[src/rtl/mem_bus_router.sv]
// rtl/mem_bus_router.sv - single-outstanding memory-bus target decoding SDRAM/IO/ROM regions
//
// Ports:
//   clk        in   1   system clock, rising edge
//   reset      in   1   asynchronous active-low reset
//   bus_addr   in   27  request address from the arbiter
//   bus_data   in   32  write data from the arbiter
//   bus_we     in   1   1 = write, 0 = read
//   bus_start  in   1   request valid, only looked at in IDLE
//   bus_q      out  32  read data, valid while bus_done=1
//   bus_done   out  1   one-cycle completion pulse
//   bus_err    out  1   one-cycle error pulse, coincident with bus_done
//   dev_addr   out  27  region-relative offset, shared by all slaves
//   dev_data   out  32  latched write data, shared
//   dev_we     out  1   latched write enable, shared
//   dev_start  out  3   one-hot start pulse (bit0 SDRAM, bit1 IO, bit2 ROM)
//   dev_q0/1/2 in   32  slave read data, valid with the matching dev_done bit
//   dev_done   in   3   slave completion pulses
module mem_bus_router #(
  parameter logic [26:0] S0_END     = 27'h0800000,
  parameter logic [26:0] S1_BASE    = 27'h0800000,
  parameter logic [26:0] S1_END     = 27'h0C00000,
  parameter logic [26:0] S2_BASE    = 27'h0C00000,
  parameter logic [26:0] S2_END     = 27'h0C00400,
  parameter int          TIMEOUT    = 255,
  parameter logic [31:0] UNMAPPED_Q = 32'h00000000
) (
  input  logic        clk,
  input  logic        reset,
  input  logic [26:0] bus_addr,
  input  logic [31:0] bus_data,
  input  logic        bus_we,
  input  logic        bus_start,
  output logic [31:0] bus_q,
  output logic        bus_done,
  output logic        bus_err,
  output logic [26:0] dev_addr,
  output logic [31:0] dev_data,
  output logic        dev_we,
  output logic [2:0]  dev_start,
  input  logic [31:0] dev_q0,
  input  logic [31:0] dev_q1,
  input  logic [31:0] dev_q2,
  input  logic [2:0]  dev_done
);

  localparam int             CW   = $clog2(TIMEOUT) + 1;
  localparam logic [CW-1:0]  LAST = CW'(TIMEOUT - 1);
  localparam logic [CW-1:0]  ONE  = CW'(1);

  typedef enum logic [1:0] {IDLE, REQ, WAIT, DONE} state_t;

  state_t        state, state_n;
  logic [CW-1:0] cnt, cnt_n;
  logic [1:0]    sel, sel_n;

  logic [31:0] bus_q_n;
  logic        bus_done_n, bus_err_n;
  logic [26:0] dev_addr_n;
  logic [31:0] dev_data_n;
  logic        dev_we_n;
  logic [2:0]  dev_start_n;

  // Address decode, first match wins (SDRAM, then IO, then ROM).
  logic        dec_hit;
  logic [1:0]  dec_sel;
  logic [26:0] dec_base;

  always_comb begin
    dec_hit  = 1'b1;
    dec_sel  = 2'd0;
    dec_base = '0;
    if (bus_addr < S0_END) begin
      dec_sel  = 2'd0;
      dec_base = '0;
    end else if (bus_addr >= S1_BASE && bus_addr < S1_END) begin
      dec_sel  = 2'd1;
      dec_base = S1_BASE;
    end else if (bus_addr >= S2_BASE && bus_addr < S2_END) begin
      dec_sel  = 2'd2;
      dec_base = S2_BASE;
    end else begin
      dec_hit  = 1'b0;
    end
  end

  // Only the selected slave's completion and data are visible; others are ignored.
  logic        sel_done;
  logic [31:0] sel_q;

  always_comb begin
    sel_done = 1'b0;
    sel_q    = dev_q0;
    case (sel)
      2'd0: begin sel_done = dev_done[0]; sel_q = dev_q0; end
      2'd1: begin sel_done = dev_done[1]; sel_q = dev_q1; end
      2'd2: begin sel_done = dev_done[2]; sel_q = dev_q2; end
      default: ;
    endcase
  end

  always_comb begin
    state_n     = state;
    cnt_n       = cnt;
    sel_n       = sel;
    bus_q_n     = bus_q;
    bus_done_n  = 1'b0;
    bus_err_n   = 1'b0;
    dev_addr_n  = dev_addr;
    dev_data_n  = dev_data;
    dev_we_n    = dev_we;
    dev_start_n = 3'b000;
    case (state)
      IDLE: begin
        if (bus_start) begin
          if (dec_hit) begin
            sel_n       = dec_sel;
            dev_addr_n  = bus_addr - dec_base;
            dev_data_n  = bus_data;
            dev_we_n    = bus_we;
            dev_start_n = 3'b001 << dec_sel;
            cnt_n       = '0;
            state_n     = REQ;
          end else begin
            bus_q_n    = UNMAPPED_Q;
            bus_done_n = 1'b1;
            bus_err_n  = 1'b1;
            state_n    = DONE;
          end
        end
      end
      REQ: begin
        // Counter tracks REQ+WAIT cycles spent; REQ is cycle 0.
        cnt_n = cnt + ONE;
        if (sel_done) begin
          bus_q_n    = sel_q;
          bus_done_n = 1'b1;
          state_n    = DONE;
        end else begin
          state_n = WAIT;
        end
      end
      WAIT: begin
        cnt_n = cnt + ONE;
        if (sel_done) begin
          bus_q_n    = sel_q;
          bus_done_n = 1'b1;
          state_n    = DONE;
        end else if (cnt == LAST) begin
          bus_q_n    = UNMAPPED_Q;
          bus_done_n = 1'b1;
          bus_err_n  = 1'b1;
          state_n    = DONE;
        end
      end
      DONE: begin
        state_n = IDLE;
      end
      default: begin
        state_n = IDLE;
      end
    endcase
  end

  always_ff @(posedge clk or negedge reset) begin
    if (!reset) begin
      state     <= IDLE;
      cnt       <= '0;
      sel       <= 2'd0;
      bus_q     <= '0;
      bus_done  <= 1'b0;
      bus_err   <= 1'b0;
      dev_addr  <= '0;
      dev_data  <= '0;
      dev_we    <= 1'b0;
      dev_start <= 3'b000;
    end else begin
      state     <= state_n;
      cnt       <= cnt_n;
      sel       <= sel_n;
      bus_q     <= bus_q_n;
      bus_done  <= bus_done_n;
      bus_err   <= bus_err_n;
      dev_addr  <= dev_addr_n;
      dev_data  <= dev_data_n;
      dev_we    <= dev_we_n;
      dev_start <= dev_start_n;
    end
  end

endmodule
[config.mk]
export PLATFORM = sky130hd
export DESIGN_NAME = mem_bus_router
export DESIGN_NICKNAME = d
export VERILOG_FILES = /design/src/rtl/mem_bus_router.sv
export SDC_FILE = /design/constraint.sdc
export NUM_CORES = 1
export LEC_CHECK = 0
export BUFFER_PORTS_ARGS = -buffer_cell sky130_fd_sc_hd__buf_2
export CORE_MARGIN = 3
export CORE_UTILIZATION = 44
export DETAILED_ROUTE_END_ITERATION = 6
export GPL_TIMING_DRIVEN = 0
export PLACE_DENSITY = 0.76
export SETUP_SLACK_MARGIN = 0.15
export SLEW_MARGIN = 20
export SYNTH_ARGS = -nofsm -noshare
export SYNTH_HDL_FRONTEND = slang
export SYNTH_SLANG_ARGS = --single-unit
[constraint.sdc]
create_clock -name clk -period 4.4 [get_ports clk]
set_input_delay 0.44 -clock clk [delete_from_list [all_inputs] [get_ports clk]]
set_output_delay 0.44 -clock clk [all_outputs]
set_load 0.01 [all_outputs]
-- After elaboration in Yosys (flattened, before gate mapping)
Index checks and enable logic that the tools add are counted.
- equality and inequality tests: 11
- multiplexer cells: 37
- add/subtract/negate cells: 2
- reductions and logical operators: 11
- order comparisons: 5
- shift-type cells: 1
- operator list (cell ; number):
    32-bit two-way mux ; 5
    32-bit one-hot mux with 3 select lines ; 1
    27-bit by 24-bit < comparator with 1-bit output (second input constant) ; 3
    24-bit two-way mux ; 3
    32-bit one-hot mux with 2 select lines ; 1
    27-bit by 24-bit >= comparator with 1-bit output (second input constant) ; 2
    27-bit subtractor ; 1
    9-bit two-way mux ; 2
    9-bit one-hot mux with 2 select lines ; 1
    2-bit two-way mux ; 7
    1-bit two-way mux ; 10
    9-bit by 1-bit adder with 9-bit output (second input constant) ; 1
    9-bit by 8-bit == test with 1-bit output (second input constant) ; 1
    3-bit two-way mux ; 3
    2-bit != test (second input constant) ; 4
    2-bit one-hot mux with 4 select lines ; 1
    2-bit == test (second input constant) ; 3
    1-bit one-hot mux with 3 select lines ; 2
    3-bit AND reduction ; 2
    5-bit AND reduction ; 1
    2-bit by 1-bit == test with 1-bit output (second input constant) ; 2
    2-bit logical NOT ; 2
    3-bit != test (second input constant) ; 1
    3-bit nonzero test ; 1
    other kinds (6) ; 7
- input bits: 162
- register bits after elaboration: 110
- output and inout port bits: 97
- word-level logic and storage cells: 77

-- Logic depth before layout (Yosys ltp)
- depth in word-level cells: 9
- mapped depth: 9
- depth with buffers taken out: 8

-- Worst setup path after synthesis
OpenSTA, ideal clock, no wires.
- path type: register -> register
- start: reg cnt[0]
- end: reg bus_q[0]
- setup time: 0.125 ns
- arrival time: 2.213 ns
- data required time: 4.275 ns
- buffers on the path: 1
- stages on the path, launching flop included: 9
- period minus slack after synthesis: 2.338 ns
- setup slack: 2.062 ns
- cell sequence: dfrtp_1 > inv_1 > ha_1 > inv_1 > or4_4 > a32oi_4 > o2111a_4 > buf_12 > mux2_4
- longest elaborated chain between the ends: 3
- RTL lines (what ; RTL line ; text):
    from (decl) ; 54 ; logic [CW-1:0] cnt, cnt_n;
    from (signal assigned) ; 179 ; cnt <= cnt_n;
    9-bit by 8-bit == test with 1-bit output ; 149 ; end else if (cnt == LAST) begin
    3-bit != test (no source line) ; n/a ;
    5-bit AND reduction (no source line) ; n/a ;
    to (signal assigned) ; 181 ; bus_q <= bus_q_n;
    to (decl) ; 34 ; output logic [31:0] bus_q,
No other way between the ends.
A chain may end at the register's enable or synchronous reset.

-- Worst setup path in the final report
- start: reg sel[1]
- end: reg bus_q[23]
- longest elaborated chain between the ends: 4
- elaborated cells on any way between the ends: 11
- classes of those cells: 4 x eq/ne; 5 x mux; 2 x reduce/logical
- RTL lines (what ; RTL line ; text):
    from (decl) ; 55 ; logic [1:0] sel, sel_n;
    from (signal assigned) ; 180 ; sel <= sel_n;
    2-bit == test, or another cell as far along ; 94 ; case (sel)
    1-bit one-hot mux with 3 select lines / 32-bit one-hot mux with 2 select lines (equally long branches) ; 94 ;
    3-bit != test (no source line), or another cell as far along ; n/a ;
    5-bit AND reduction (no source line) / 32-bit one-hot mux with 3 select lines (equally long branches) ; n/a ;
Parallel ways exist; a longest one is shown, timed or not. The select of a mux whose other input is x is not followed.

==> summary.md <==
| Metric | Value |
|---|---|
| Post-CTS setup-driven buffer insertion count | 0 |
| Clock Latency Late Sink | 0.35 ns |
| Post-synth top flop | sky130_fd_sc_hd__dfrtp_1 |
| Number of synthesized flops with an enable pin | 0 |
| Kind of end point of the critical path | flop |
| Fraction of layout instances using a drive strength above 1 | 0.387 |
| Worst Reg-to-Reg Cells | 9 |
| Max-Cap Viols | 0 |
| Complex-gate fraction of the synthesized area | 0.138 |
| Finished Core Util | 0.610 |
| Post-detail-place hpwl | 13,100 µm |
| Maximum fanout along the worst path | 10 |
| Height of the die | 118 µm |
| Die area | 0.0139 mm² |
| Deepest clock path buffer count | 2 |
| Layout Skew | 0.00801 ns |
| Number of failing hold endpoints at the final stage | 0 |
| Core region area | 0.0121 mm² |
| Syn nets | 743 |
| Cell internal pwr | 2.97 mW |
| Sw Ratio | 0.391 |
| Detailed-router iteration count before antenna repair | 5 |
| Initial antenna violation count | 1 |
| Clock network power share | 0.180 |
| Ratio of routed vias to standard cells | 5.16 |
| Count of antenna-violating nets left after detailed routing | 0 |
| Final Total Pwr | 4.87 mW |
| 1st-iter DRT viols | 485 |
| TritonCTS Buffers | 9 |
| Outcome | finished, final reports clean |
| Net switching power | 1.90 mW |
| Number of distinct library cell variants in the gate-level netlist after synthesis | 46 |
| Layout-stage area growth over the synthesis result | 33.8% |
| Share of total power in sequential cells | 0.350 |
| Worst-case vdd ir drop | 0.384 mV |
| Via count of the first global-routing pass | 5,219 |
| Number of clock sinks seen by CTS | 110 |
| Power density normalized to cell area | 660 mW/mm² |
| # hold bufs at CTS | 0 |
| Post-Synth Adder-Cell Area | 0.0309 |
| Horizontal extent of the die | 118 µm |
| Critical path type | reg2reg |
| Setup crit start kind | flop |
| Worst hold path type | in2async |
| Post-synthesis simple-gate area fraction | 0.189 |
| Average instance area after synthesis | 9.71 µm² |
| I/O pins | 259 |
| Number of vias after detailed routing | 5,224 |
| Number of H-tree levels | 3 |
| Synthesized area | 0.00552 mm² |
| Setup-violating endpoint count in the final report | 0 |
| CTS root buffer | sky130_fd_sc_hd__clkbuf_16 |
| CP Data Arrival Time | 2.87 ns |
| GPL Wtd Cong | 0.909 |
| Wirelength, routed | 16,900 µm |
| Number of pins exceeding their max-slew limit in the final report | 0 |
| Post-synthesis xor/xnor area fraction | 0.00159 |
| Post-synthesis mux area share | 0.0896 |
| Post-route setup TNS | 0 ns |
| Clock slew at the register clock pins of the worst setup and hold paths | 0.08 ns |
| Required time worst endpoint | 4.64 ns |
| Post-route DRC violation count | 0 |
| Nets@finish | 1,013 |
| Post-synthesis cell count | 568 |
| RSZ-0062 raised after global routing | no |
| Post-synthesis async set-or-reset flop share | 1.00 |
| Total global routing overflow | 0 |
| Largest family of logic cells by synthesized area | simple AND/OR/NAND/NOR gates |
| Part of the cycle the worst path needs | 0.599 |
| Total routing resource utilization after global routing | 0.245 |
| Synthesized flop and latch total | 110 |
| P_leak | 4.11 nW |
| Most used cells in the layout excluding fill and tap cells | sky130_fd_sc_hd__buf_2, sky130_fd_sc_hd__nand2_1, sky130_fd_sc_hd__dfrtp_1, sky130_fd_sc_hd__nor2_1, sky130_fd_sc_hd__a211oi_1 |
| Sequential share of the synthesized area | 0.499 |
| Peak Freq | 380 MHz |
| Most frequent standard cell in the layout excluding fill and tap cells | sky130_fd_sc_hd__buf_2 |
| Combinational Power Share | 0.470 |
| Average routed wire per standard cell | 16.7 µm |
| CTS-repair resized insts | 0 |
| Starting density of the core | 0.455 |
| Port buffer count | 258 |
| Maximum number of pins on one net before global-route repair | 62 |
| Total of warnings raised by yosys | 0 |
| Worst-margin pin slew | 0.745 ns |
| Floorplan row count | 40 |
| Slew HR | 0.499 |
| Minimum clock period | 2.63 ns |
| TritonCTS clock tree | done |
| Wire length of the first global-routing pass | 27,400 µm |
==> cell type report <==
| cell class | count | area (µm²) |
|---|---|---|
| fill | 1089 | 4730 |
| sequential | 110 | 2750 |
| multi-input combinational | 408 | 2480 |
| timing repair buffer | 259 | 1330 |
| clock buffer | 10 | 239 |
| buffer | 36 | 231 |
| tap | 168 | 210 |
| clock inverter | 6 | 90.1 |
| inverter | 14 | 52.6 |
| antenna | 1 | 2.50 |
==> critical path, stage by stage, from the launching register on <==
cell and delay [ns]:
sky130_fd_sc_hd__dfrtp_1 0.42, sky130_fd_sc_hd__inv_1 0.08, sky130_fd_sc_hd__ha_1 0.18, sky130_fd_sc_hd__clkbuf_1 0.18, sky130_fd_sc_hd__a22oi_1 0.26, sky130_fd_sc_hd__a21o_1 0.25, sky130_fd_sc_hd__o31a_1 0.28, sky130_fd_sc_hd__dlygate4sd1_1 0.48
sky130_fd_sc_hd__a211oi_1 0.11, sky130_fd_sc_hd__mux2_4 0.28
==> path summary, 6_finish.rpt <==
check / slack [ns] / end / start
setup reg to reg: 1.77 / bus_q[23] / sel[1]
hold / removal: 0.01 / dev_data[31] / reset
min in group clk: 0.27 / dev_addr[5] / bus_addr[5]
hold reg to reg: 0.47 / dev_data[3] / dev_data[3]
setup / recovery: 1.77 / bus_q[23] / sel[1]
max in group asynchronous: 3.71 / dev_data[8] / reset
==> per-layer routing <==
metal	GRT usage	up-vias	part of all wire
met5	0	-	0
met4	0.0623	0	0.018
met3	0.0841	24	0.086
li1	-	2481	-
met2	0.424	258	0.50
met1	0.294	2461	0.40
==> state kept, by name, indices dropped and copies added, names as in the netlist <==
signal / flops
bus_q: 32
dev_addr: 27
sel: 2
dev_data: 32
dev_start: 3
cnt: 9
bus_err: 1
state: 2
dev_we: 1
bus_done: 1
==> power by group through the flow <==
| stage | registers, mW | logic, mW | clock network, mW |
|---|---|---|---|
| after floorplan | 1.88 | 1.28 | 0 |
| after global placement | 1.70 | 2.25 | 0 |
| after detailed placement | 1.70 | 2.30 | 0 |
| after CTS | 1.70 | 2.30 | 0.898 |
| after global routing | 1.76 | 2.50 | 0.938 |
| final | 1.70 | 2.29 | 0.878 |
==> kinds of logic after synthesis <==
group                      after synthesis
DFF                                    110
muxes                                   34
xor gates and xnor gates                 1
buffers and inverters                   50
AOI/OAI and AO/OA                       99
adders and majority gates               13
and+or+nand+nor                        261
==> per-stage QoR <==
step / hold WS [ns] / cell area (µm²) / setup slack [ns] / cells
finish: 0.00958 / 7380 / 1.77 / 1012
global route: 0.0412 / 7380 / 1.54 / 1012
CTS: 0.0312 / 7380 / 1.74 / 1011
detailed placement: 0.420 / 7050 / 1.67 / 995
global placement: 0.453 / 7020 / 1.55 / 994
floorplan: 0.144 / 5520 / 2.06 / 568
==> synthesized netlist by cell type (5+ instances only) <==
| cell type | n | area (µm²) |
|---|---|---|
| sky130_fd_sc_hd__inv_1 | 14 | 52.6 |
| sky130_fd_sc_hd__buf_2 | 5 | 25.0 |
| sky130_fd_sc_hd__nor2_1 | 43 | 161 |
| sky130_fd_sc_hd__a21oi_1 | 5 | 25.0 |
| sky130_fd_sc_hd__mux2_4 | 30 | 450 |
| sky130_fd_sc_hd__nor3_1 | 7 | 35.0 |
| sky130_fd_sc_hd__nand3_1 | 10 | 50.1 |
| sky130_fd_sc_hd__a22oi_1 | 33 | 248 |
| sky130_fd_sc_hd__clkbuf_1 | 20 | 75.1 |
| sky130_fd_sc_hd__dfrtp_1 | 110 | 2750 |
| sky130_fd_sc_hd__ha_1 | 12 | 150 |
| sky130_fd_sc_hd__nand2_1 | 188 | 706 |
| sky130_fd_sc_hd__o21ai_0 | 5 | 25.0 |
| sky130_fd_sc_hd__a211oi_1 | 34 | 255 |
Note: power is estimated with default switching activity, not from simulation.
